==> src/rtl/cam.sv <==
// ---------------------------------------------------------------------------
// cam -- content-addressable memory with per-entry valid bits.
//
// Stores DEPTH entries of DATA_WIDTH bits. Writes land on the rising clock
// edge. Reads and searches are purely combinational from the stored state.
// When a write hits the same entry in the same cycle, a read or search
// returns the old contents. Search reports the lowest matching valid entry.
//
// Ports
//   clk           in   sole clock, rising edge
//   reset         in   synchronous, active-low; clears data and valid bits
//   read          in   read enable
//   read_index    in   entry to read
//   write         in   write enable
//   write_index   in   entry to write
//   write_data    in   data to store
//   search        in   search enable
//   search_data   in   key to match
//   read_valid    out  addressed entry holds valid data (0 when read=0)
//   read_value    out  data of addressed entry (0 when invalid or read=0)
//   search_valid  out  at least one valid entry matches the key
//   search_index  out  lowest matching index (0 when no match or search=0)
// ---------------------------------------------------------------------------
module cam #(
    parameter int DATA_WIDTH  = 32,
    parameter int DEPTH       = 32,
    parameter int INDEX_WIDTH = 5
) (
    input  logic                   clk,
    input  logic                   reset,
    input  logic                   read,
    input  logic [INDEX_WIDTH-1:0] read_index,
    input  logic                   write,
    input  logic [INDEX_WIDTH-1:0] write_index,
    input  logic [DATA_WIDTH-1:0]  write_data,
    input  logic                   search,
    input  logic [DATA_WIDTH-1:0]  search_data,
    output logic                   read_valid,
    output logic [DATA_WIDTH-1:0]  read_value,
    output logic                   search_valid,
    output logic [INDEX_WIDTH-1:0] search_index
);

    logic [DATA_WIDTH-1:0] entry_data [DEPTH];
    logic [DEPTH-1:0]      entry_valid;
    logic [DEPTH-1:0]      match;

    // Storage update. Reset wins over a concurrent write and clears the
    // data as well as the valid bits.
    always_ff @(posedge clk) begin
        if (!reset) begin
            entry_valid <= '0;
            for (int i = 0; i < DEPTH; i++) begin
                entry_data[i] <= '0;
            end
        end else if (write) begin
            entry_data[write_index]  <= write_data;
            entry_valid[write_index] <= 1'b1;
        end
    end

    // Read port.
    always_comb begin
        read_valid = 1'b0;
        read_value = '0;
        if (read) begin
            read_valid = entry_valid[read_index];
            if (entry_valid[read_index]) begin
                read_value = entry_data[read_index];
            end
        end
    end

    // Parallel compare; invalid entries are masked out so they never match.
    always_comb begin
        match = '0;
        for (int i = 0; i < DEPTH; i++) begin
            match[i] = entry_valid[i] && (entry_data[i] == search_data);
        end
    end

    // Fixed-priority encode: scanning from the top down leaves the lowest
    // matching index as the final assignment.
    always_comb begin
        search_valid = 1'b0;
        search_index = '0;
        if (search) begin
            for (int i = DEPTH - 1; i >= 0; i--) begin
                if (match[i]) begin
                    search_valid = 1'b1;
                    search_index = INDEX_WIDTH'(i);
                end
            end
        end
    end

endmodule

==> config.mk <==
export PLATFORM = sky130hd
export DESIGN_NAME = cam
export DESIGN_NICKNAME = d
export VERILOG_FILES = /design/src/rtl/cam.sv
export SDC_FILE = /design/constraint.sdc
export NUM_CORES = 2
export LEC_CHECK = 0
export CAP_MARGIN = 40
export CORE_AREA = 2 2 334 336
export CTS_CLUSTER_DIAMETER = 200
export CTS_CLUSTER_SIZE = 8
export DETAILED_ROUTE_END_ITERATION = 8
export DIE_AREA = 0 0 336 338
export DONT_BUFFER_PORTS = 1
export HOLD_SLACK_MARGIN = 0.03
export PLACE_DENSITY = 0.7
export SLEW_MARGIN = 20
export SYNTH_ARGS = -nofsm -noshare
export SYNTH_HDL_FRONTEND = slang
export SYNTH_SLANG_ARGS = --single-unit
==> constraint.sdc <==
create_clock -name clk -period 12.65 [get_ports clk]
set_input_delay 2.53 -clock clk [delete_from_list [all_inputs] [get_ports clk]]
set_output_delay 2.53 -clock clk [all_outputs]
set_load 0.02 [all_outputs]
==> implementation parameters <==
Parameter                              Value

Layout
  Layout net count ... 4348
  Proportion of layout cells with a drive suffix above 1 ... 14.63%
  Number of fill cells in the layout ... 8629
  Core utilization of the finished layout ... 59.44%
  Area added between synthesis and finish ... 9.072%
  Final Instance Count excl. Fillers ... 5863

STA
  TNS Setup ... 0 ns
  Worst hold-check slack ... 0.4779 ns
  Worst Setup Slack, final ... 4.211 ns
  Min Clock Period, post-route ... 8.439 ns
  Fraction of the cycle the final worst path needs ... 66.71%
  Slew Limit Fails ... 0
  Worst slew margin ... 40.31%
  Unrepaired setup endpoints after global routing ... no
  Setup Viol. Count Final ... 0
  Final hold violation count ... 0
  Measured slew at the worst slew-check pin ... 0.8944 ns
  Achievable Freq ... 0.1185 GHz
  Max Clock Skew ... 0 ns

Power
  Peak ir drop on the vdd network ... 0.0001063 V
  Power density normalized to cell area ... 137.6 mW/mm²
  LEAKAGE ... 0.02150 µW

Worst setup path
  CP startpoint kind ... input pin
  Endpoint of the worst-slack reg-to-reg timing path ... entry_valid[4]
  Data required time of the critical path ... 10.12 ns
  Type of destination of the critical path ... primary output
  Buf+Inv Stages, Crit Path ... 0
  Depth of the worst register-to-register path ... 1
  Max Fanout on Critical Path ... 32
  Worst path arrival time ... 5.91 ns
  Launching element of the worst setup path ... search_data[29]
  Worst Setup Path Type ... in2out
  Reg2Reg Setup Slack ... approximately 12 ns
  Worst path max stage delay ... 0.65 ns
  Slowest library cell on the worst path ... sky130_fd_sc_hd__or4_4
  Ordered cell list for the critical path ... xnor2_1 > nand4_1 > nor4_1 > nand4_1 > or4_4 > nand4_1 > nor2_1 > and2_1 > nor3b_1
  Crit path top cell by count ... sky130_fd_sc_hd__nand4_1
  Startpoint of the most critical register-to-register path ... entry_valid[4]
  Cell class contributing the biggest share of worst-path delay ... simple AND/OR/NAND/NOR gates

CTS
  Number of clock buffers inserted by TritonCTS ... 149
  Clock tree from TritonCTS ... done
  # clock sinks ... 1056
  Number of setup buffers added after CTS ... 0
  Number of hold-repair buffers added at the cts stage ... 0
  Insertion delay to the later sink of the worst-skew pair ... 0.75 ns
  Cts repair resizes ... 0
  Number of levels the H-tree was split into ... 4
  CTS max path bufs ... 3
  Clock root buffer ... sky130_fd_sc_hd__clkbuf_16
  Clock transition at the registers of the reported paths ... 0.05 ns

Floorplan
  Std-Cell Rows ... approximately 120
  Boundary Pins ... 118
  Core region area ... approximately 0.11 mm²
  DIE AREA ... 0.1136 mm²
  Vert. Die Dim ... 338 µm
  Initial standard-cell utilization of the core ... 54.50%
  Die extent in x ... 336 µm

Detailed routing
  Detailed-routing iteration count for the pre-antenna-repair pass ... 6
  Initial DRC Count ... 7935
  Via total after detailed routing ... 40060
  Post-route ant nets ... 0
  Per-cell via count in the routed design ... roughly 7
  Count of unresolved DRC violations after routing ... 0
  Routed WL ... roughly 230 mm
  Average wire per standard cell ... 39.61 µm

Yosys
  Post-Synthesis Mean Instance Area ... 13.43 µm²
  Count of yosys warnings during synthesis ... 0
  Part of the Yosys area used for sequential elements ... 52.33%
  Post-synthesis sequential element count ... 1056
  Post-synthesis cell count ... 4465
  Synthesized area ... 0.05998 mm²
  FFs w/ async S/R, synth ... 0%
  Flip-flop cell with the highest count after synthesis ... sky130_fd_sc_hd__edfxtp_1
  Distinct cells, synth ... between 40 and 50
  Synthesized Nets ... 4544
  Count of flip-flops with a built-in enable after synthesis ... 1024

Global route
  First-pass GRT wire length ... 315.8 mm
  Vias in the first global route ... 38300
  Grt total ovfl ... 0
  Met1 track demand over resource in global routing ... 55.50%
  Global-route met3 utilization ... 15.91%
  Overall Global Routing Usage ... 41.12%
  Layer with the highest usage after global routing ... met2
  Grt met2 use ... 58.99%
  Maximum number of pins on one net before global-route repair ... 265
  Antenna violations before repair ... 36

Flow run
  Max-capacitance violation count ... 0

Worst hold path
  Origin of the worst min-delay path ... entry_valid[29]
  Hold Path Depth ... 1
  Hold Path End ... entry_valid[29]
  HP Class ... reg2reg

Place
  Final weighted congestion in routability-driven placement ... roughly 0.99
  Worst slack after detailed placement ... 4.380 ns
  Count of port buffers added during placement ... 0
  Dpl cells ... 5606
  DPL Wire Length ... 150.3 mm

Status
  Result of the run ... completed
registers in the layout, summed over array words and instances, names as in the netlist:
| register | count |
|---|---|
| entry_valid | 32 |
| entry_data | 1024 |
where the power goes:
part / internal (µW) / switching (µW) / total (µW) / leakage (µW)
clock: 2280 / 1560 / 3830 / 0.00208
sequential: 4030 / 154 / 4190 / 0.0100
combinational: 441 / 545 / 986 / 0.00941
Yosys cell counts (2+ instances only):
cell / number / area share, %
sky130_fd_sc_hd__a21oi_1: 4 / 0.033
sky130_fd_sc_hd__nor4_1: 74 / 0.77
sky130_fd_sc_hd__and2_1: 1027 / 11
sky130_fd_sc_hd__mux4_2: 330 / 12
sky130_fd_sc_hd__buf_4: 21 / 0.26
sky130_fd_sc_hd__nand2_1: 24 / 0.15
sky130_fd_sc_hd__a21o_1: 32 / 0.40
sky130_fd_sc_hd__mux2i_1: 32 / 0.53
sky130_fd_sc_hd__xor2_1: 177 / 2.6
sky130_fd_sc_hd__nand3_1: 47 / 0.39
sky130_fd_sc_hd__clkbuf_1: 248 / 1.6
sky130_fd_sc_hd__buf_1: 10 / 0.063
sky130_fd_sc_hd__nor2_1: 70 / 0.44
sky130_fd_sc_hd__edfxtp_1: 1024 / 51
sky130_fd_sc_hd__or3b_2: 2 / 0.029
sky130_fd_sc_hd__buf_6: 36 / 0.68
sky130_fd_sc_hd__inv_1: 10 / 0.063
sky130_fd_sc_hd__and3_1: 10 / 0.10
sky130_fd_sc_hd__a31oi_1: 4 / 0.042
sky130_fd_sc_hd__or4_4: 2 / 0.038
sky130_fd_sc_hd__nand3b_1: 4 / 0.050
sky130_fd_sc_hd__o21ai_0: 35 / 0.29
sky130_fd_sc_hd__o21bai_1: 2 / 0.025
sky130_fd_sc_hd__nor3_1: 15 / 0.13
sky130_fd_sc_hd__nor2b_1: 2 / 0.021
sky130_fd_sc_hd__or4_1: 17 / 0.21
sky130_fd_sc_hd__nand2b_1: 2 / 0.021
sky130_fd_sc_hd__xnor2_2: 3 / 0.081
sky130_fd_sc_hd__nand4_1: 208 / 2.2
sky130_fd_sc_hd__buf_2: 98 / 0.82
sky130_fd_sc_hd__xnor2_1: 844 / 12
sky130_fd_sc_hd__or3_1: 3 / 0.031
sky130_fd_sc_hd__dfxtp_1: 32 / 1.1
metal layers:
layer	vias up	routed length, µm
li1	15640	-
met1	20270	81810
met2	3565	97910
met3	570	39940
met4	14	12500
met5	-	92
area by class of cell:
| cell class | count | area [µm²] | share of cell area [%] |
|---|---|---|---|
| flip-flops and latches | 1056 | 31390 | 47.98 |
| multi-input cells | 2984 | 27030 | 41.31 |
| clock buffers | 243 | 4252 | 6.499 |
| well taps | 1488 | 1862 | 2.846 |
| repair buffers | 67 | 733.2 | 1.121 |
| clock inverters | 7 | 98.84 | 0.1511 |
| inverters | 11 | 41.29 | 0.06311 |
| diodes | 7 | 17.52 | 0.02677 |
stage by stage:
stage	instance area, µm²	total power (µW)
3_5_place_dp	61050	5184
6_report	65420	9005
2_1_floorplan	59980	4931
4_1_cts	65410	8940
5_1_grt	65410	9143
3_3_place_gp	60730	5176
worst max-delay path by stage:
stage / endpoint / slack [ns] / cells past startpoint
final: search_index[4] / 4.21 / 9
after global routing: search_index[4] / 4.31 / 9
after detailed placement: search_index[4] / 4.38 / 9
after floorplan: search_index[3] / 5.22 / 9
after CTS: search_index[4] / 4.37 / 9
after global placement: search_index[4] / 4.45 / 9
cell families (layout without fill, tap and decap cells):
| kind of cell | count (synthesis) | in the layout | share of synthesized area (%) |
|---|---|---|---|
| and+or+nand+nor | 1511 | 1511 | 15.33 |
| DFF | 1056 | 1056 | 52.33 |
| xor gates and xnor gates | 1024 | 1024 | 14.99 |
| buffers and inverters | 425 | 328 | 3.465 |
| muxes | 363 | 363 | 12.94 |
| AOI/OAI and AO/OA | 86 | 86 | 0.9366 |
| other | 0 | 7 | 0 |
cell usage in the layout (no fill, tap or decap), types with 4 or more instances in the layout:
cell and instances:
sky130_fd_sc_hd__mux2i_1 32, sky130_fd_sc_hd__dfxtp_1 32, sky130_fd_sc_hd__o21ai_4 32, sky130_fd_sc_hd__clkbuf_1 86, sky130_fd_sc_hd__nor2_2 17, sky130_fd_sc_hd__mux4_2 330
sky130_fd_sc_hd__diode_2 7, sky130_fd_sc_hd__a21o_1 32, sky130_fd_sc_hd__a31oi_1 4, sky130_fd_sc_hd__xnor2_1 844, sky130_fd_sc_hd__nor4_1 74, sky130_fd_sc_hd__buf_4 54
sky130_fd_sc_hd__nor3_1 15, sky130_fd_sc_hd__nor2_1 38, sky130_fd_sc_hd__xor2_1 177, sky130_fd_sc_hd__and2_1 1027, sky130_fd_sc_hd__inv_1 10, sky130_fd_sc_hd__nand3_1 47
sky130_fd_sc_hd__edfxtp_1 1024, sky130_fd_sc_hd__a21oi_1 4, sky130_fd_sc_hd__nand3b_1 4, sky130_fd_sc_hd__nor2_4 15, sky130_fd_sc_hd__and3_1 10, sky130_fd_sc_hd__nand2_1 24
sky130_fd_sc_hd__nand4_1 208, sky130_fd_sc_hd__or4_1 17, sky130_fd_sc_hd__buf_16 11, sky130_fd_sc_hd__clkbuf_16 157
Power figures use the tool's default switching activity.
